`src/rtl/display_pkg.sv`:
```
// Shared constants, state type and helpers for the
// seven-segment display controller.
package display_pkg;

    localparam logic [6:0] SEG_BLANK = 7'h7F;
    localparam logic [6:0] SEG_ERROR = 7'b010_1010;

    typedef enum logic [1:0] {
        IDLE,
        CONVERT,
        DECODE,
        COMMIT
    } state_t;

    function automatic logic [31:0] pow10(input int n);
        logic [31:0] r;
        r = 32'd1;
        for (int i = 0; i < n; i++) begin
            r = r * 32'd10;
        end
        return r;
    endfunction

endpackage

```
`src/rtl/SevenSegmentDisplay.sv`:
```
// Nibble to active-low segment decoder (bit 0 = a .. bit 6 = g).
// Nibble F yields the error pattern rather than a hex glyph.
module SevenSegmentDisplay
    import display_pkg::SEG_ERROR;
(
    input  logic [3:0] nibble,
    output logic [6:0] seg
);

    always_comb begin
        seg = SEG_ERROR;
        unique case (nibble)
            4'h0: seg = 7'b1000000;
            4'h1: seg = 7'b1111001;
            4'h2: seg = 7'b0100100;
            4'h3: seg = 7'b0110000;
            4'h4: seg = 7'b0011001;
            4'h5: seg = 7'b0010010;
            4'h6: seg = 7'b0000010;
            4'h7: seg = 7'b1111000;
            4'h8: seg = 7'b0000000;
            4'h9: seg = 7'b0010000;
            4'hA: seg = 7'b0001000;
            4'hB: seg = 7'b0000011;
            4'hC: seg = 7'b1000110;
            4'hD: seg = 7'b0100001;
            4'hE: seg = 7'b0000110;
            4'hF: seg = SEG_ERROR;
        endcase
    end

endmodule

```
`src/rtl/seven_segment_controller.sv`:
```
// Binary to BCD (serial double-dabble) with a time-shared digit
// decoder, leading-zero blanking and atomic commit to the HEX pins.
module seven_segment_controller
    import display_pkg::*;
#(
    parameter int DIGITS = 6,
    parameter int WIDTH  = 20
) (
    input  logic                  clk,
    input  logic                  reset,
    input  logic [WIDTH-1:0]      value_in,
    input  logic                  load,
    output logic                  busy,
    output logic                  done,
    output logic                  overflow,
    output logic [7*DIGITS-1:0]   hex_out
);

    localparam logic [31:0] LIMIT = pow10(DIGITS) - 32'd1;

    state_t                state_q;
    state_t                state_nx;
    logic [WIDTH-1:0]      bin_q;
    logic [4*DIGITS-1:0]   bcd_q;
    logic [4*DIGITS-1:0]   bcd_adj;
    logic [4:0]            cnt_q;
    logic                  ovf_nx_q;
    logic                  seen_nz_q;
    logic [7*DIGITS-1:0]   shadow_q;
    logic [2:0]            dig;
    logic [3:0]            nib;
    logic [3:0]            dec_in;
    logic [6:0]            dec_seg;
    logic                  blank;

    always_comb begin
        state_nx = state_q;
        unique case (state_q)
            IDLE:    if (load) state_nx = CONVERT;
            CONVERT: if (cnt_q == 5'(WIDTH - 1)) state_nx = DECODE;
            DECODE:  if (cnt_q == 5'(DIGITS - 1)) state_nx = COMMIT;
            COMMIT:  state_nx = IDLE;
            default: state_nx = IDLE;
        endcase
    end

    // add-3 correction applied before each shift
    always_comb begin
        bcd_adj = bcd_q;
        for (int i = 0; i < DIGITS; i++) begin
            if (bcd_q[4*i +: 4] >= 4'd5) begin
                bcd_adj[4*i +: 4] = bcd_q[4*i +: 4] + 4'd3;
            end
        end
    end

    // most significant digit first during DECODE
    always_comb begin
        dig    = 3'(DIGITS - 1) - cnt_q[2:0];
        nib    = bcd_q[4*dig +: 4];
        dec_in = ovf_nx_q ? 4'hF : nib;
        blank  = !ovf_nx_q && (nib == 4'd0)
                 && !seen_nz_q && (dig != 3'd0);
    end

    SevenSegmentDisplay u_dec (
        .nibble (dec_in),
        .seg    (dec_seg)
    );

    always_ff @(posedge clk) begin
        if (reset) begin
            state_q   <= IDLE;
            bin_q     <= '0;
            bcd_q     <= '0;
            cnt_q     <= '0;
            ovf_nx_q  <= 1'b0;
            seen_nz_q <= 1'b0;
            shadow_q  <= '0;
            busy      <= 1'b0;
            done      <= 1'b0;
            overflow  <= 1'b0;
            hex_out   <= {DIGITS{SEG_BLANK}};
        end else begin
            state_q <= state_nx;
            busy    <= (state_q != IDLE) && (state_q != COMMIT);
            done    <= (state_q == COMMIT);
            cnt_q   <= (state_nx != state_q) ? 5'd0 : cnt_q + 5'd1;
            unique case (state_q)
                IDLE: begin
                    if (load) begin
                        bin_q     <= value_in;
                        bcd_q     <= '0;
                        ovf_nx_q  <= 32'(value_in) > LIMIT;
                        seen_nz_q <= 1'b0;
                    end
                end
                CONVERT: begin
                    {bcd_q, bin_q} <= {bcd_adj[4*DIGITS-2:0], bin_q, 1'b0};
                end
                DECODE: begin
                    shadow_q[7*dig +: 7] <= blank ? SEG_BLANK : dec_seg;
                    if (nib != 4'd0) seen_nz_q <= 1'b1;
                end
                COMMIT: begin
                    hex_out  <= shadow_q;
                    overflow <= ovf_nx_q;
                end
                default: ;
            endcase
        end
    end

endmodule

```
`config.mk`:
```
export PLATFORM = sky130hd
export DESIGN_NAME = seven_segment_controller
export DESIGN_NICKNAME = d
export VERILOG_FILES = /design/src/rtl/display_pkg.sv /design/src/rtl/SevenSegmentDisplay.sv /design/src/rtl/seven_segment_controller.sv
export SDC_FILE = /design/constraint.sdc
export NUM_CORES = 1
export LEC_CHECK = 0
export CAP_MARGIN = 20
export CORE_ASPECT_RATIO = 0.6
export CORE_UTILIZATION = 60
export DETAILED_ROUTE_END_ITERATION = 6
export GPL_TIMING_DRIVEN = 0
export HOLD_SLACK_MARGIN = 0.03
export PLACE_DENSITY = 0.83
export SYNTH_ARGS = -nofsm -noshare
export SYNTH_HDL_FRONTEND = slang
export SYNTH_HIERARCHICAL = 1
export SYNTH_SLANG_ARGS = --single-unit
```
`constraint.sdc`:
```
create_clock -name clk -period 6.9 [get_ports clk]
set_input_delay 1.035 -clock clk [delete_from_list [all_inputs] [get_ports clk]]
set_output_delay 1.035 -clock clk [all_outputs]
set_load 0.1 [all_outputs]
```
* After elaboration in Yosys (flattened, before gate mapping)
Memories as Yosys holds them, arrays and structs flattened.
Cells that the tools add are included.
** Storage, ports and cells
- Flip-flop bits (word level) :: 140
- ROM bits :: 112
- Bits of input ports :: 23
- Output and inout bits :: 45
- Logic and storage cells :: 78
- Memories kept :: 1
** Cells by class
- $add $sub $neg :: 9
- Multipliers :: 1
- $lt $le $gt $ge :: 7
- Eq/ne operators :: 9
- Shifts and indexed selects :: 3
- Mux-type cells :: 20
- Reduce and logical (&&, ||, !) cells :: 17
** Memory list
- (name not given) :: words 16, bits a word 7, read ports 1, clocked after Yosys merged registers in 0, write ports 0, RTL line SevenSegmentDisplay.sv:12 : unique case (nibble)
** Operators with widths (count)
- case mux 24 bit (2 select lines) :: 1
- bitwise mux 42 bit :: 1
- variable shift 7 x 34 -> 42 bit (first input constant) :: 1
- indexed part select 7 x 34 -> 42 bit :: 1
- case mux 20 bit (2 select lines) :: 1
- negator 6 -> 34 bit :: 1
- greater-or-equal comparator 4 x 3 -> 1 bit (second input constant) :: 6
- 2-to-1 mux 24 bit :: 1
- 2-to-1 mux 4 bit :: 6
- indexed part select 24 x 6 -> 4 bit :: 1
- adder 4 x 2 -> 4 bit (second input constant) :: 5
- greater-than comparator 20 bit (second input constant) :: 1
- 2-to-1 mux 20 bit :: 1
- case mux 2 bit (4 select lines) :: 1
- 2-to-1 mux 7 bit :: 1
- multiplier 3 x 3 -> 6 bit (first input constant) :: 1
- 2-to-1 mux 2 bit :: 3
- inequality test 2 bit (second input constant) :: 3
- nonzero test 2 bit :: 3
- adder 5 x 1 -> 5 bit (second input constant) :: 1
- equality test 5 x 3 -> 1 bit (second input constant) :: 1
- equality test 5 bit (second input constant) :: 1
- equality test 2 bit (second input constant) :: 2
- logical AND 1 bit :: 4
- 15 further kinds :: 18

* Logic depth before layout (Yosys ltp)
- Word-level depth :: 9
- Mapped depth :: 13
- Depth with buffers taken out :: 12

* Hierarchy
The synthesis kept the hierarchy.
** By module, submodules not included
- seven_segment_controller :: times used 1, cells each 702, area an instance 6542.5 µm², seq. area each 2802.7 µm²
- SevenSegmentDisplay :: times used 1, cells each 33, area an instance 274.0 µm², seq. area each 0.0 µm²

* Least setup slack after synthesis
No wires, ideal clock.
- Kind :: reg2reg
- Start point :: reg cnt_q[1]
- End point :: reg shadow_q[24]
- Library setup time :: 145 ps
- Arrival time :: 2759 ps
- Data required time :: 6755 ps
- Path slack :: 3996 ps
- Stages on the path, launching flop included :: 13
- Buffers on the path :: 1
- Period minus slack after synthesis :: 2904 ps
- Cell sequence :: dfxtp_1 -> buf_6 -> inv_1 -> ha_1 -> nor2b_1 -> a221o_1 -> or2_2 -> inv_1 -> ha_1 -> inv_1 -> mux4_2 -> a21oi_1 -> a221oi_2
** Between the ends
- Elaborated cells between the ends (all ways) :: 15
- Classes of those cells :: 2 x add/sub; 1 x mul; 3 x shift; 3 x mux; 5 x reduce/logical; 1 x memory
** RTL lines
- start, declared :: RTL line seven_segment_controller.sv:26 : logic [4:0] cnt_q;
- start signal, assigned :: RTL line seven_segment_controller.sv:88 : cnt_q <= (state_nx != state_q) ? 5'd0 : cnt_q + 5'd1;
- subtractor 3 bit :: RTL line seven_segment_controller.sv:59 : dig = 3'(DIGITS - 1) - cnt_q[2:0];
- indexed part select 24 x 6 -> 4 bit :: RTL line seven_segment_controller.sv:60 : nib = bcd_q[4*dig +: 4];
- 2-to-1 mux 4 bit :: RTL line seven_segment_controller.sv:61 : dec_in = ovf_nx_q ? 4'hF : nib;
- named net dec_in[1] :: RTL line seven_segment_controller.sv:32 : logic [3:0] dec_in;
- memory (16 x 7 bit)
- named net dec_seg[3] :: RTL line seven_segment_controller.sv:33 : logic [6:0] dec_seg;
- 2-to-1 mux 7 bit :: RTL line seven_segment_controller.sv:102 : shadow_q[7*dig +: 7] <= blank ? SEG_BLANK : dec_seg;
- indexed part select 7 x 34 -> 42 bit :: RTL line seven_segment_controller.sv:102
- bitwise mux 42 bit :: RTL line seven_segment_controller.sv:102
- end signal, assigned by index :: RTL line seven_segment_controller.sv:102
- end, declared :: RTL line seven_segment_controller.sv:29 : logic [7*DIGITS-1:0] shadow_q;
The timed path passes the listed nets, and every way through them passes these cells.
A chain may end at the register's enable or synchronous reset.

* Final worst setup path
- Start point :: reg cnt_q[1]
- End point :: reg shadow_q[25]
Same word-level chain as after synthesis.

==> reports/metrics.yaml <==
place:
  place.gp.congestion: 0.878
  dpl.hpwl_mm: 12.9
  pre_cts_ws_ps: 3310
  place_area_sq_um: 7660
  portBuffers: 67
power:
  p_switching_mw: 0.512
  leakagePower_nw: 3.02
  internal_power_mw: 1.55
  power_frac_comb_pct: 9.8
  power_frac_clock_pct: 49.3
  power_density_nw_per_um2: 248
  vdd_ir_drop_max_uv: 201
  p_seq_share_pct: 40.9
  power_mw: 2.06
  swShare_pct: 24.8
finish:
  fin_nets: 873
  area_growth_pct: 22.0
  layout_commonest_cell: "dfxtp_1"
  design_area_sq_um: 8310
  drive_gt1_share_pct: 7.92
  fillers: 674
  n_antenna_cell: 0
  mostFrequentLayoutCells: "dfxtp_1 (140), nor2_1 (71), clkdlybuf4s50_1 (67)"
die:
  fp-row-count: 29
  dieHeight_microns: 84.6
  die_area_sq_um: 11800
  coreArea_sq_um: 10800
  die_w_microns: 140
  initial_utilization_pct: 63.0
  ios: 68
yosys:
  post-synth-top-area-fraction_pct: 41.1
  synth_area_sq_um: 6820
  postSynthCellCount: 735
  synth_cell_type_count: 59
  ys.flop_type: "dfxtp_1"
  yosysWarnings: 6
  synth_edf_count: 0
  synth.area.top_cells: "dfxtp_1 (41%), a211o_1 (5.4%), ha_1 (5.3%)"
  synthesis.nets: 787
  ys_ff_latch: 140
  avgSynthCellArea_sq_um: 9.27
  synth_top_area_cell: "dfxtp_1"
  synth-seq-area-share_pct: 41.1
  synthArstFlopShare_pct: 0
drt:
  drt-initial-drc-count: 686
  drc: 0
  viasPerCell: 6.37
  detail-route-antenna-nets: 0
  firstDrtPassIters: 7
  wl_mm: 18.4
  routedWlPerCell_microns: 18.9
  vias: 6187
global_routing:
  grt.total_usage_pct: 32.1
  grt_pass1_vias: 6005
  grt_max_degree: 17
  grt_pass1_wl_mm: 29.8
  grt.overflow.total: 0
  grt_antenna_before_repair: 0
setup_path:
  r2r_slack_ps: 3200
  crit_path_max_fanout: 10
  cp-start-kind: "flop"
  required_ps: 7230
  worstSetupEndpointType: "flop"
  critPathKind: "flop to flop"
  arrival_ps: 4030
sta:
  finalHoldWorstSlack_ps: 459
  fmax_ghz: 0.270
  rsz0062_at_grt: "false"
  final_max_slew_viol_count: 0
  setup_slack_ps: 3200
  fin_setup_tns_ps: 0
  tightest_slew_ps: 995
  setup_viol: 0
  hold_violations: 0
  slew_headroom_pct: 33.7
  min_period_ps: 3700
  period_share_pct: 53.7
  clock_skew_ps: 7.09
clock_network:
  cts_tree: "yes"
  post_cts_buffers: 0
  cts.path.max_buffers: 2
  clockRootBuffer: "clkbuf_16"
  clk_pin_slew_ps: 60
  cts_sinks: 140
  numCtsBuffers: 17
  cts-resized-gates: 0
  cts_hold_buf: 0
  htreeDepth: 4
  clkLatencyLatePin_ps: 420
run:
  maxCapViolations: 0
hold_path:
  hp-class: "flop to flop"
status:
  outcome: "complete, no violations"
[flip-flops by register name, indices dropped and copies added (netlist names), 2 cells and up]
name and count:
cnt_q 5, hex_out 42, state_q 2, bcd_q 24, shadow_q 42, bin_q 20
[cell families after synthesis]
kind of cell	share of synthesized area (%)
and+or+nand+nor	17.0
AOI/OAI and AO/OA	24.0
muxes	5.56
adders and majority gates	5.32
DFF	41.1
xor gates and xnor gates	1.93
buffers and inverters	5.14
[Yosys cell counts (2+ instances only)]
library cell  instances
buf_6                 5
a222oi_1              2
nor4bb_1              2
a211oi_1             26
a211o_1              42
dfxtp_1             140
o31ai_1              22
ha_1                 29
nand2b_1             10
a21o_1                6
and2_0                2
a21oi_1              26
mux2i_1              24
mux2_2                7
nand2_1              40
buf_2                 4
nor3_1                3
a31oi_1              21
or3_1                 2
a22o_1                2
buf_1                 5
xnor2_1              12
a221oi_1              3
xor2_1                3
mux2_1                2
o22ai_1               2
nor2_1               71
o21ai_1               2
nand3_1               5
o211ai_1              5
a32oi_1              11
o21ai_0              17
clkbuf_1             43
nand4_1               3
nor3b_1              23
inv_1                23
nor2b_1              49
a221oi_2             12
a22oi_1               9
[power by group through the flow]
stage | Combinational [mW] | Sequential, mW | Clock (mW)
global route | 0.218 | 0.845 | 1.05
global placement | 0.186 | 0.858 | 0
CTS | 0.197 | 0.842 | 1.02
floorplan | 0.133 | 0.859 | 0
finish | 0.202 | 0.843 | 1.02
detailed placement | 0.195 | 0.859 | 0
[per-stage QoR]
step / utilization [%] / std cells
3_5_place_dp: 70.9 / 941
4_1_cts: 76.9 / 972
2_1_floorplan: - / 735
6_report: 76.9 / 972
3_3_place_gp: 70.9 / 941
5_1_grt: 76.9 / 972
[worst paths after layout]
check                             startpoint           end  cells after the start
worst max register to register      cnt_q[1]  shadow_q[25]                     12
worst min-delay path            shadow_q[11]   hex_out[11]                      1
worst min register to register  shadow_q[11]   hex_out[11]                      1
worst max-delay path                cnt_q[1]  shadow_q[25]                     12
[per-layer routing]
| layer | global-route usage [%] | vias to the layer above | routed length (microns) |
|---|---|---|---|
| li1 | - | 2851 | - |
| met1 | 43.4 | 2969 | 8370 |
| met2 | 50.3 | 327 | 8040 |
| met3 | 6.73 | 40 | 1580 |
| met4 | 12.7 | 0 | 375 |
| met5 | 0 | - | 0 |
[area by class of cell]
class	instances	area [sq um]	area share (%)
flip-flops and latches	140	2800	33.7
well taps	139	174	2.09
repair buffers	67	671	8.07
clock inverters	13	214	2.57
plain buffers	58	264	3.18
multi-input cells	514	3660	44.1
clock buffers	18	439	5.28
inverters	23	86.3	1.04
[critical path: stages (launching register included)]
cell	delay (ps)
dfxtp_1	460
buf_6	190
inv_1	80
ha_1	360
nor2b_1	190
a221o_1	350
or2_2	340
inv_1	140
ha_1	210
mux2i_1	110
o22ai_1	790
a21oi_1	110
a221oi_2	280
No activity file was read; power rests on OpenSTA's default activity.
